--- config.mk ---
export PLATFORM = sky130hd
export DESIGN_NAME = adma_dm_src_axis_ord
export DESIGN_NICKNAME = d
export VERILOG_FILES = /design/src/rtl/adma_dm_src_axis_ord.sv
export SDC_FILE = /design/constraint.sdc
export NUM_CORES = 1
export LEC_CHECK = 0
export ABC_AREA = 1
export BUFFER_PORTS_ARGS = -buffer_cell sky130_fd_sc_hd__buf_2
export CAP_MARGIN = 0
export CORE_AREA = 3 3 249 251
export CTS_CLUSTER_SIZE = 40
export DETAILED_ROUTE_END_ITERATION = 16
export DIE_AREA = 0 0 252 254
export SLEW_MARGIN = 0
export SYNTH_ARGS = -nofsm -noshare
export SYNTH_HDL_FRONTEND = slang
export SYNTH_SLANG_ARGS = --single-unit
--- constraint.sdc ---
create_clock -name aclk -period 4.57 [get_ports aclk]
set_input_delay 0.6855 -clock aclk [delete_from_list [all_inputs] [get_ports aclk]]
set_output_delay 0.6855 -clock aclk [all_outputs]
set_load 0.03 [all_outputs]
--- src/rtl/adma_dm_src_axis_ord.sv ---
// In-order AXI-Stream source mover: matches stream packets to queued read descriptors,
// masks invalid bytes, drops null/foreign beats, pads short packets and drains long ones.
module adma_dm_src_axis_ord #(
  parameter int DMA_CHN_NUM      = 4,
  parameter int ATX_SRC_DATA_W   = 256,
  parameter int ATX_SRC_BYTE_AMT = ATX_SRC_DATA_W/8,
  parameter int MST_ID_W         = 5,
  parameter int ATX_LEN_W        = 8,
  parameter int ATX_NUM_OSTD     = DMA_CHN_NUM
) (
  input  logic                            aclk,
  input  logic                            aresetn,
  input  logic [MST_ID_W-1:0]             atx_arid,
  input  logic [ATX_LEN_W-1:0]            atx_arlen,
  input  logic                            atx_vld,
  output logic                            atx_rdy,
  output logic [ATX_SRC_DATA_W-1:0]       atx_rdata,
  output logic                            atx_rdata_last,
  output logic                            atx_rdata_vld,
  input  logic                            atx_rdata_rdy,
  input  logic [DMA_CHN_NUM*MST_ID_W-1:0] atx_id,
  input  logic [DMA_CHN_NUM-1:0]          atx_err_clr,
  output logic [DMA_CHN_NUM-1:0]          atx_src_err,
  input  logic [MST_ID_W-1:0]             s_tid_i,
  input  logic                            s_tdest_i,
  input  logic [ATX_SRC_DATA_W-1:0]       s_tdata_i,
  input  logic [ATX_SRC_BYTE_AMT-1:0]     s_tkeep_i,
  input  logic [ATX_SRC_BYTE_AMT-1:0]     s_tstrb_i,
  input  logic                            s_tlast_i,
  input  logic                            s_tvalid_i,
  output logic                            s_tready_o
);

  localparam int PTR_W = $clog2(ATX_NUM_OSTD);

  typedef enum logic [1:0] {ST_IDLE, ST_XFER, ST_PAD, ST_DRAIN} state_t;

  logic [MST_ID_W-1:0]       r_fifo_id  [ATX_NUM_OSTD];
  logic [ATX_LEN_W-1:0]      r_fifo_len [ATX_NUM_OSTD];
  logic [PTR_W:0]            r_wptr, r_rptr;
  state_t                    r_state;
  logic [MST_ID_W-1:0]       r_hid;
  logic [ATX_LEN_W-1:0]      r_hlen, r_cnt;
  logic                      r_out_vld, r_out_last;
  logic [ATX_SRC_DATA_W-1:0] r_out_data;
  logic [DMA_CHN_NUM-1:0]    r_err;

  logic                      w_empty, w_full, w_push, w_pop;
  logic                      w_out_free, w_acc, w_null, w_tid_ok, w_at_end;
  logic                      w_fwd, w_pad, w_err_evt;
  logic [DMA_CHN_NUM-1:0]    w_match, w_err_sel;
  logic [ATX_SRC_DATA_W-1:0] w_mdata;
  logic                      w_unused;

  assign w_unused = s_tdest_i;

  assign w_empty = (r_wptr == r_rptr);
  assign w_full  = (r_wptr[PTR_W] != r_rptr[PTR_W]) &&
                   (r_wptr[PTR_W-1:0] == r_rptr[PTR_W-1:0]);
  assign w_push  = atx_vld && !w_full;
  assign w_pop   = (r_state == ST_IDLE) && !w_empty;
  assign atx_rdy = !w_full;

  assign w_out_free = !r_out_vld || atx_rdata_rdy;
  assign s_tready_o = ((r_state == ST_XFER) && w_out_free) || (r_state == ST_DRAIN);
  assign w_acc      = s_tvalid_i && s_tready_o;
  assign w_null     = (s_tkeep_i == '0);
  assign w_tid_ok   = (s_tid_i == r_hid);
  assign w_at_end   = (r_cnt == r_hlen);
  assign w_fwd      = (r_state == ST_XFER) && w_acc && !w_null && w_tid_ok;
  assign w_pad      = (r_state == ST_PAD) && w_out_free;
  // Foreign TID, or tlast disagreeing with the descriptor length (short or long packet)
  assign w_err_evt  = (r_state == ST_XFER) && w_acc && !w_null &&
                      (!w_tid_ok || (w_at_end != s_tlast_i));

  for (genvar gi = 0; gi < ATX_SRC_BYTE_AMT; gi++) begin : g_byte
    assign w_mdata[gi*8 +: 8] = (s_tkeep_i[gi] && s_tstrb_i[gi]) ? s_tdata_i[gi*8 +: 8] : 8'h00;
  end

  for (genvar gi = 0; gi < DMA_CHN_NUM; gi++) begin : g_chn
    assign w_match[gi] = (atx_id[gi*MST_ID_W +: MST_ID_W] == r_hid);
  end

  // Lowest matching channel owns the error; no match means nobody is flagged
  assign w_err_sel = w_match & (~w_match + DMA_CHN_NUM'(1));

  always_ff @(posedge aclk) begin
    if (w_push) begin
      r_fifo_id[r_wptr[PTR_W-1:0]]  <= atx_arid;
      r_fifo_len[r_wptr[PTR_W-1:0]] <= atx_arlen;
    end
  end

  always_ff @(posedge aclk) begin
    if (!aresetn) begin
      r_wptr <= '0;
      r_rptr <= '0;
      r_err  <= '0;
    end else begin
      if (w_push) r_wptr <= r_wptr + (PTR_W+1)'(1);
      if (w_pop)  r_rptr <= r_rptr + (PTR_W+1)'(1);
      r_err <= (r_err & ~atx_err_clr) | ({DMA_CHN_NUM{w_err_evt}} & w_err_sel);
    end
  end

  always_ff @(posedge aclk) begin
    if (!aresetn) begin
      r_state    <= ST_IDLE;
      r_hid      <= '0;
      r_hlen     <= '0;
      r_cnt      <= '0;
      r_out_vld  <= 1'b0;
      r_out_last <= 1'b0;
      r_out_data <= '0;
    end else begin
      case (r_state)
        ST_IDLE: begin
          if (!w_empty) begin
            r_hid   <= r_fifo_id[r_rptr[PTR_W-1:0]];
            r_hlen  <= r_fifo_len[r_rptr[PTR_W-1:0]];
            r_cnt   <= '0;
            r_state <= ST_XFER;
          end
        end
        ST_XFER: begin
          if (w_fwd) begin
            // Compare before increment so a maximum-length descriptor never wraps
            if (w_at_end) begin
              r_state <= s_tlast_i ? ST_IDLE : ST_DRAIN;
            end else begin
              r_cnt <= r_cnt + ATX_LEN_W'(1);
              if (s_tlast_i) r_state <= ST_PAD;
            end
          end
        end
        ST_PAD: begin
          if (w_out_free) begin
            if (w_at_end) r_state <= ST_IDLE;
            else          r_cnt   <= r_cnt + ATX_LEN_W'(1);
          end
        end
        ST_DRAIN: begin
          if (w_acc && s_tlast_i) r_state <= ST_IDLE;
        end
        default: r_state <= ST_IDLE;
      endcase

      if (w_out_free) begin
        r_out_vld <= w_fwd || w_pad;
        if (w_fwd) begin
          r_out_data <= w_mdata;
          r_out_last <= w_at_end;
        end else if (w_pad) begin
          r_out_data <= '0;
          r_out_last <= w_at_end;
        end
      end
    end
  end

  assign atx_rdata      = r_out_data;
  assign atx_rdata_last = r_out_last;
  assign atx_rdata_vld  = r_out_vld;
  assign atx_src_err    = r_err;

endmodule

==> impl_metrics.yaml <==
worst_setup_path:
  cp_cell_sequence: "inv_1 > ha_1 > inv_2 > nand2_1 > o21ai_1 > nor3_2 > nand3_4 > buf_12 > inv_4 > buf_12 > nand3_1 > a21oi_1"
  slowest_delay_ps: 440
  required_ps: 5050
  r2r_end: "atx_rdata[213]$_SDFFE_PN0P_"
  crit_path_start_kind: "register"
  cp_top_family: "buffers and inverters"
  rrSetupSlack_ps: 1810
  cp-end-kind: "register"
  worstReg2RegStart: "r_state[1]$_SDFFE_PN0P_"
  worstPathMaxFanout: 84
  path_class: "reg -> reg"
  cp_data_arrival_time_ps: 3240
  crit_path_start: "r_state[1]$_SDFFE_PN0P_"
  cp.buffers_inverters: 5
  critPathSlowestCell: "inv_4"
  r2r_cells: 12
  cpMostUsedCell: "buf_12"
cts:
  post-cts-setup-buffers: 0
  cts_hold_buffers: 0
  cts_root_buffer: "clkbuf_16"
  clk_pin_slew_ps: 60
  numCtsBuffers: 41
  clk_latency_ps: 560
  cts_tree: "yes"
  cts_resized: 0
  htreeDepth: 2
  cts_sinks: 343
  clk_path_buf_depth: 3
detailed_routing:
  first_iter_violations: 1103
  final_antenna_net_count: 0
  drc_errors: 0
  vias_per_cell: 4.418
  num_vias: 15940
  drt_pass1_iterations: 5
  wirelength_um: 58970
  routedWlPerCell_um: 16.34
run:
  maxCapViolCount: 0
floorplanning:
  die_w_um: 252
  io_pins: 633
  initial_utilization_pct: 25.86
  coreArea_sq_um: 60130
  die_h_um: 254
  rows: 90
  die_area_sq_um: 64010
synthesis:
  syn-num-nets: 2602
  yosysWarnings: 0
  synth-edff-count: 52
  synthArstFlopShare_pct: 0
  synth.distinct_cells: 34
  ys_dominant_reg_cell: "dfxtp_1"
  synth_area_per_cell_sq_um: 7.004
  syn_inst: 2220
  netlist_area_sq_um: 15550
  ys_ff_latch: 343
  yosysSeqAreaShare_pct: 47.51
global_routing:
  track_usage_pct: 17.20
  grt_max_degree: 146
  antenna_found_initial: 11
  grt_pass1_wl_um: 85690
  first_global_vias: 14480
  gr-total-overflow: 0
place:
  gp_congestion: 0.8676
  io_buffers: 631
  hpwl_um: 42520
timing:
  rsz0062_at_grt: "no"
  hold_viol: 0
  clock_skew_ps: 17.57
  maxSlewHeadroom_pct: 41.78
  max_freq_mhz: 362.5
  finalSetupViolations: 0
  finalCriticalPeriod_ps: 2758
  fin_crit_sh_pct: 60.36
  worst_hold_slack_ps: 335.3
  fin_tns_setup_ps: 0
  slew_violations: 0
  worst_pin_slew_ps: 872.4
layout:
  final_layout_size_suffix_gt1_share_pct: 26.10
  syn2layout_area_growth_pct: 33.71
  layout.nets: 3169
  utilization_pct: 34.58
  fill_cells: 6588
min_path:
  hold_depth: 1
  hold_end: "r_fifo_len[0][6]$_DFFE_PP_"
  hold_path.class: "in -> reg"
  hold_start: "atx_arlen[6]"
pwr:
  p_per_area_nw_per_um2: 605.8
  totalPowerFinal_mw: 12.60
  vdd_drop_max_mv: 0.3338
  leakage_nw: 9.884
run_status:
  status: "finished clean"
layout by cell type, fill, tap and decap left out, types with 2 or more instances in the layout:
cell / count
buf_2: 630
nor2_1: 549
nand2_1: 472
dfxtp_1: 291
inv_1: 182
o21ai_0: 180
nand3_1: 130
a21oi_1: 129
edfxtp_1: 52
clkbuf_16: 41
o21ai_1: 18
buf_4: 18
xnor2_1: 14
ha_1: 13
o22ai_1: 12
clkbuf_8: 12
xor2_1: 11
nand4_1: 10
buf_12: 9
clkbuf_1: 8
diode_2: 7
clkinv_1: 5
nor2_2: 4
clkinv_2: 4
bufinv_16: 4
and2_1: 3
inv_2: 3
nor2b_1: 2
clkinv_16: 2
metrics by stage:
| step | cell area [sq um] | setup WS [ps] | std cells |
|---|---|---|---|
| final | 20790 | 1812 | 3609 |
| after global routing | 20780 | 1526 | 3605 |
| after global placement | 19340 | 1089 | 3526 |
| after CTS | 20770 | 1697 | 3602 |
| after detailed placement | 19340 | 1092 | 3526 |
| after floorplan | 15550 | 2311 | 2220 |
Yosys cell counts, types with 2 or more instances:
library cell / count / share of area (%)
a21oi_1: 129 / 4.2
and2_1: 3 / 0.12
buf_1: 5 / 0.12
buf_2: 52 / 1.7
buf_4: 7 / 0.34
buf_6: 13 / 0.94
clkbuf_1: 50 / 1.2
clkbuf_2: 7 / 0.23
dfxtp_1: 291 / 37
edfxtp_1: 52 / 10
ha_1: 13 / 1.0
inv_1: 182 / 4.4
inv_2: 4 / 0.097
nand2_1: 472 / 11
nand3_1: 130 / 4.2
nand4_1: 10 / 0.40
nor2_1: 550 / 13
nor2_2: 3 / 0.12
nor2b_1: 2 / 0.080
o21ai_0: 180 / 5.8
o21ai_1: 18 / 0.58
o22ai_1: 12 / 0.48
xnor2_1: 14 / 0.79
xor2_1: 11 / 0.62
power by group:
group | switching [mW] | internal, mW
clock network | 1.36 | 2.07
registers | 0.424 | 3.82
logic | 3.43 | 1.49
registers in the layout (all words and copies together) (netlist names), 2 cells and up:
register and cells:
atx_src_err 4, r_rptr 3, r_fifo_id 20, r_fifo_len 32, r_cnt 8, r_hlen 8, r_wptr 3, r_hid 5
atx_rdata 256, r_state 2
worst register-to-register path: stages (launching register included):
cell and delay (ps):
dfxtp_1 320, inv_1 100, ha_1 250, inv_2 70, nand2_1 80, o21ai_1 90
nor3_2 220, nand3_4 160, buf_12 250, inv_4 440, buf_12 350, nand3_1 200
a21oi_1 150
logic make-up after synthesis:
family          synth area share (%)
flops                          47.51
fa+ha+maj                      1.046
xor+xnor                       1.408
compound gates                 11.05
simple gates                   29.93
buf+inv                        9.060
worst max-delay path by stage:
stage | slack [ps] | cells after the start | to
floorplan | 2310 | 7 | r_fifo_id[3][0]$_DFFE_PP_
detailed placement | 1090 | 12 | atx_rdata[53]$_SDFFE_PN0P_
CTS | 1700 | 12 | atx_rdata[184]$_SDFFE_PN0P_
global route | 1530 | 12 | atx_rdata[213]$_SDFFE_PN0P_
finish | 1810 | 12 | atx_rdata[213]$_SDFFE_PN0P_
global placement | 1090 | 12 | atx_rdata[53]$_SDFFE_PN0P_
layer usage:
layer | vias up | GRT usage [%] | routed length [um]
met3 | 104 | 4.882 | 4987
met4 | 4 | 7.301 | 2192
met2 | 606 | 28.74 | 27760
li1 | 8119 | - | -
met5 | - | 0 | 34
met1 | 7110 | 20.77 | 23990
cell type report:
type                            instances  area (sq um)  share of cell area, %
Timing Repair Buffer                  658          3482                  16.75
Multi-Input combinational cell       1555          6773                  32.57
Sequential cell                       343          7387                  35.53
Tap cell                              782         978.4                  4.706
Clock buffer                           60          1207                  5.807
Antenna cell                            7         17.52                0.08425
Inverter                              188         715.7                  3.442
Clock inverter                         16         231.5                  1.113
Power figures use the tool's default switching activity.
